<file path="src/rtl/expansion_shiftreg_slave.sv">
// Target end of the expansion shift-register link. It synchronises the
// asynchronous link pins, captures WIDTH-bit frames from the master into
// data_out, and shifts data_in back to the master MSB first in the same frame.
module expansion_shiftreg_slave #(
  parameter int unsigned WIDTH   = 8,
  parameter int unsigned TIMEOUT = 1000000
) (
  input  logic             clk,
  input  logic             rst,
  input  logic             SHIFT_CLK,
  input  logic             SHIFT_LOAD,
  input  logic             SHIFT_IN,
  output logic             SHIFT_OUT,
  output logic [WIDTH-1:0] data_out,
  input  logic [WIDTH-1:0] data_in,
  output logic             frame_valid,
  output logic             frame_error,
  output logic             link_ok
);

  localparam int unsigned CNT_W = $clog2(WIDTH + 1);
  localparam int unsigned WD_W  = $clog2(TIMEOUT + 1);

  typedef enum logic [1:0] {ST_IDLE, ST_SHIFT, ST_LOAD} state_t;

  state_t             r_state;
  state_t             w_state_nxt;
  logic               r_sclk_meta, r_sclk_sync, r_sclk_hist;
  logic               r_load_meta, r_load_sync, r_load_hist;
  logic               r_sin_meta, r_sin_sync;
  logic [WIDTH-1:0]   r_rx_sr, r_tx_sr, r_data_out;
  logic [CNT_W-1:0]   r_bitcnt;
  logic [WD_W-1:0]    r_wdog;
  logic               r_overrun, r_shift_out, r_frame_valid, r_frame_error, r_link_ok;
  logic               w_clk_rise, w_clk_fall, w_load_rise, w_load_fall;
  logic               w_wdog_expire, w_full;
  logic               w_commit, w_valid, w_error, w_shift, w_ovr_set;

  assign w_clk_rise    = r_sclk_sync & ~r_sclk_hist;
  assign w_clk_fall    = ~r_sclk_sync & r_sclk_hist;
  assign w_load_rise   = r_load_sync & ~r_load_hist;
  assign w_load_fall   = ~r_load_sync & r_load_hist;
  assign w_full        = (r_bitcnt == CNT_W'(WIDTH));
  // Fires once, on the cycle the counter would step onto TIMEOUT.
  assign w_wdog_expire = ~(w_clk_rise | w_clk_fall) && (r_wdog == WD_W'(TIMEOUT - 1));

  assign SHIFT_OUT   = r_shift_out;
  assign data_out    = r_data_out;
  assign frame_valid = r_frame_valid;
  assign frame_error = r_frame_error;
  assign link_ok     = r_link_ok;

  // Two-flop synchronisers plus history flops for edge detection; LOAD idles high.
  always_ff @(posedge clk) begin
    if (rst) begin
      r_sclk_meta <= 1'b0;
      r_sclk_sync <= 1'b0;
      r_sclk_hist <= 1'b0;
      r_load_meta <= 1'b1;
      r_load_sync <= 1'b1;
      r_load_hist <= 1'b1;
      r_sin_meta  <= 1'b0;
      r_sin_sync  <= 1'b0;
    end else begin
      r_sclk_meta <= SHIFT_CLK;
      r_sclk_sync <= r_sclk_meta;
      r_sclk_hist <= r_sclk_sync;
      r_load_meta <= SHIFT_LOAD;
      r_load_sync <= r_load_meta;
      r_load_hist <= r_load_sync;
      r_sin_meta  <= SHIFT_IN;
      r_sin_sync  <= r_sin_meta;
    end
  end

  // Watchdog: cleared by any link clock edge, saturates at TIMEOUT.
  always_ff @(posedge clk) begin
    if (rst) begin
      r_wdog <= '0;
    end else if (w_clk_rise || w_clk_fall) begin
      r_wdog <= '0;
    end else if (r_wdog != WD_W'(TIMEOUT)) begin
      r_wdog <= r_wdog + WD_W'(1);
    end
  end

  // State register.
  always_ff @(posedge clk) begin
    if (rst) r_state <= ST_IDLE;
    else     r_state <= w_state_nxt;
  end

  // Next state and datapath controls; the if-chain encodes event priority.
  always_comb begin
    w_state_nxt = r_state;
    w_commit    = 1'b0;
    w_valid     = 1'b0;
    w_error     = 1'b0;
    w_shift     = 1'b0;
    w_ovr_set   = 1'b0;
    if (w_wdog_expire) begin
      w_state_nxt = ST_IDLE;
    end else begin
      case (r_state)
        ST_IDLE: begin
          if (w_load_rise) begin
            w_commit    = 1'b1;
            w_state_nxt = ST_SHIFT;
          end
        end
        ST_SHIFT: begin
          if (w_load_rise) begin
            w_state_nxt = ST_SHIFT;
          end else if (w_load_fall) begin
            w_state_nxt = ST_LOAD;
          end else if (w_clk_fall) begin
            if (!w_full) w_shift   = 1'b1;
            else         w_ovr_set = 1'b1;
          end
        end
        ST_LOAD: begin
          if (w_load_rise) begin
            w_commit    = 1'b1;
            w_valid     = w_full && !r_overrun;
            w_error     = !(w_full && !r_overrun);
            w_state_nxt = ST_SHIFT;
          end
        end
        default: w_state_nxt = ST_IDLE;
      endcase
    end
  end

  // Shift registers, bit counter, frame commit and status outputs.
  always_ff @(posedge clk) begin
    if (rst) begin
      r_rx_sr       <= '0;
      r_tx_sr       <= '0;
      r_data_out    <= '0;
      r_bitcnt      <= '0;
      r_overrun     <= 1'b0;
      r_shift_out   <= 1'b0;
      r_frame_valid <= 1'b0;
      r_frame_error <= 1'b0;
      r_link_ok     <= 1'b0;
    end else begin
      r_frame_valid <= w_valid;
      r_frame_error <= w_error;
      if (w_commit) begin
        r_tx_sr     <= data_in;
        r_bitcnt    <= '0;
        r_overrun   <= 1'b0;
        r_shift_out <= data_in[WIDTH-1];
      end else if (w_shift) begin
        r_rx_sr     <= {r_rx_sr[WIDTH-2:0], r_sin_sync};
        r_tx_sr     <= r_tx_sr << 1;
        r_bitcnt    <= r_bitcnt + CNT_W'(1);
        r_shift_out <= r_tx_sr[WIDTH-2];
      end else if (w_ovr_set) begin
        r_overrun   <= 1'b1;
      end
      if (w_valid) begin
        r_data_out <= r_rx_sr;
        r_link_ok  <= 1'b1;
      end else if (w_wdog_expire) begin
        r_link_ok  <= 1'b0;
      end
    end
  end

endmodule

</file>
<file path="config.mk">
export PLATFORM = sky130hd
export DESIGN_NAME = expansion_shiftreg_slave
export DESIGN_NICKNAME = d
export VERILOG_FILES = /design/src/rtl/expansion_shiftreg_slave.sv
export SDC_FILE = /design/constraint.sdc
export NUM_CORES = 1
export LEC_CHECK = 0
export ABC_AREA = 1
export CAP_MARGIN = 20
export CORE_MARGIN = 2
export CORE_UTILIZATION = 50
export CTS_CLUSTER_SIZE = 8
export DETAILED_ROUTE_END_ITERATION = 8
export GPL_ROUTABILITY_DRIVEN = 0
export PLACE_DENSITY = 0.71
export SLEW_MARGIN = 10
export SYNTH_ARGS = -nofsm -noshare
export SYNTH_HDL_FRONTEND = slang
export SYNTH_SLANG_ARGS = --single-unit
</file>
<file path="constraint.sdc">
create_clock -name clk -period 3.25 [get_ports clk]
set_input_delay 0.65 -clock clk [delete_from_list [all_inputs] [get_ports clk]]
set_output_delay 0.65 -clock clk [all_outputs]
set_load 0.1 [all_outputs]
</file>
==> metrics <==
status=finished clean; largest net degree at the start of global routing=23; DIE AREA=6057 um^2; critical path startpoint category=register; boundary pin count=25; Root Driver=clkbuf_8; Synth cell types=30; synth top area cells=dfxtp_1 46%, nand2_1 9.0%, nor2_1 8.7%, inv_1 5.8%, nand3_1 5.3%; CTS tree=done; Die H=77.83 um; Post-CTS Setup Bufs=0; drt drc=0; antenna violations before repair=0; Power, Total=0.001424 W; Critical path destination=data_out[5]$_SDFFE_PP0P_; setup TNS=0 ns; met2 wire length=2308 um; I/O Buffers=24; crit path capture type=register; first-pass GRT wire length=9197 um; RSZ-0062 raised after global routing=false; Max Used Layer=met4; syn nets=387; clock power share=40.5%; Mapped Avg Cell Area=7.425 um^2; Clock Latency Late Sink=0.34 ns; reg-to-reg critical path endpoint=data_out[5]$_SDFFE_PP0P_; DRT iter0 DRCs=161; global route overflow=0; share of cells above drive strength 1=11.75%; Die Wd=77.83 um; fin. max-slew vios=0; cell taking the most area after synthesis=dfxtp_1; endpoints failing hold=0; logic gate share of total power=4.9%; max-cap violations=0; P_leak=1.227 nW; nets@finish=415; worst slew pin tran=0.4030 ns; Mapped Cells=367; wire per inst=10.70 um; crit path max fanout=22; met3 WL=160 um; fin crit period=2.099 ns; clk buf depth=2; WS Path Type=register to register; clock slew at reported path FFs=0.07 ns; max frequency=476.4 MHz; DRT antenna net count=0; post-cts gate resize count=0; cell row count=26; 1st-pass router iterations=4; H-tree Lvls=3; n_diodes=0; crit path from=r_wdog[0]$_SDFFE_PP0P_; worst r2r path cells=10; hold-fix buffers at CTS=0; wire length on met1=2478 um; GRT Util Overall=19.08%; top cell type's share of synthesized area=45.55%; Reg2Reg Setup Slack=1.15 ns; Starting Density=52.69%; Num CTS Buffers=9; switching share of power=22.87%; Cell Pwr Density=452.0 nW/um^2; Yosys warnings=0; Yosys reg bits=62; drt via density=4.819; Syn-to-layout area delta=15.56%; slew margin rel.=73.04%; # setup viols final=0; Final Skew=0.005742 ns; Tcrit/Tclk final=64.58%; number of global-route vias before repair=2126; Core ar.=5172 um^2; part of the power in registers=54.6%; switching pwr=0.0003255 W; Seq/Total Area, Yosys=45.55%; Mapped Area=2725 um^2; critical path arrival=2.33 ns; peak supply drop=0.3190 mV; Internal=0.001098 W; Worst Hold Launch=r_sin_meta$_SDFF_PP0_; via count=2265; worst endpoint required time=3.48 ns; CTS sink cnt=62; drt total wl=5031 um; estimated wirelength of the detail-placed design=3547 um; Min-Delay Path Class=register to register; RR Startpoint=r_wdog[0]$_SDFFE_PP0P_
final cells by class:
class / count / area [um^2]
Clock inverter: 3 / 20.02
Timing Repair Buffer: 27 / 232.7
Inverter: 44 / 165.2
Tap cell: 70 / 87.58
Fill cell: 515 / 2023
Multi-Input combinational cell: 251 / 1254
Sequential cell: 62 / 1241
Clock buffer: 13 / 148.9
worst min path at each step:
stage,cells after the start,endpoint,slack (ns)
after floorplan,2,r_sclk_sync$_SDFF_PP0_,0.39
after global placement,2,r_sclk_sync$_SDFF_PP0_,0.39
after detailed placement,2,r_sclk_sync$_SDFF_PP0_,0.40
after CTS,2,r_sin_sync$_SDFF_PP0_,0.40
after global routing,2,r_sin_sync$_SDFF_PP0_,0.44
final,2,r_sin_sync$_SDFF_PP0_,0.40
worst max-delay path: stages (launching register included):
cell	delay (ns)
dfxtp_1	0.38
ha_1	0.21
nand2_2	0.09
nor2_4	0.14
nand2_1	0.09
nor2_2	0.10
nand2_2	0.25
nand2_1	0.35
inv_1	0.21
nor2_1	0.12
nor2_1	0.05
flip-flops by register name, indices dropped and copies added, names as in the netlist, 2 cells and up:
signal    count
r_rx_sr       8
r_bitcnt      4
data_out      8
r_tx_sr       7
r_state       2
r_wdog       20
power by group through the flow:
stage / combinational [W] / clock [W] / sequential [W]
4_1_cts: 0.0000696 / 0.000598 / 0.000778
2_1_floorplan: 0.0000402 / 0 / 0.000795
3_3_place_gp: 0.0000671 / 0 / 0.000794
6_report: 0.0000691 / 0.000577 / 0.000778
5_1_grt: 0.0000798 / 0.000632 / 0.000778
3_5_place_dp: 0.0000690 / 0 / 0.000795
Yosys cell counts, drive strengths merged:
cell	count
xor2	2
nor3	4
clkbuf	4
o21a	2
o21ai	26
xnor2	3
nand2	69
clkinv	1
ha	7
nand4	3
a21oi	25
buf	6
a211oi	1
nand3	30
inv	43
nand3b	1
or2	3
dfxtp	62
nor3b	3
nor2	72
cells in the final DEF (no fill, tap or decap), types with 2 or more instances in the layout:
cell type	n
a21oi_1	25
buf_4	15
clkbuf_1	3
clkbuf_8	10
clkdlybuf4s50_1	12
clkinvlp_4	2
dfxtp_1	62
ha_1	7
inv_1	42
nand2_1	65
nand2_2	4
nand3_1	29
nand4_1	3
nor2_1	63
nor2_2	5
nor2_4	3
nor3_1	4
nor3b_1	3
o21a_1	2
o21ai_0	25
or2_2	3
xnor2_1	3
xor2_1	2
metrics by stage:
stage	utilization [%]	hold slack [ns]	instances	worst slack [ns]	cell area, um^2
after floorplan	-	0.3883	367	1.675	2725
after global placement	57.62	0.3924	454	1.016	2980
after detailed placement	57.62	0.3964	454	0.9973	2980
after CTS	60.89	0.4032	470	1.125	3149
after global routing	60.89	0.4376	470	0.8742	3149
final	60.89	0.4015	470	1.151	3149
logic make-up after synthesis:
family,share of synthesized area [%]
AND/OR/NAND/NOR,30.58
XOR/XNOR,1.607
adder cells (fa/ha/maj),3.214
buffers and inverters,8.447
AO/OA/AOI/OAI,10.61
flip-flops,45.55
per-layer routing:
layer	global-route usage (%)	up-vias
met1	22.52	1010
met2	31.12	27
met3	6.977	7
met5	0	-
met4	8.036	0
li1	-	1221
(Power assumes the default switching activity.)
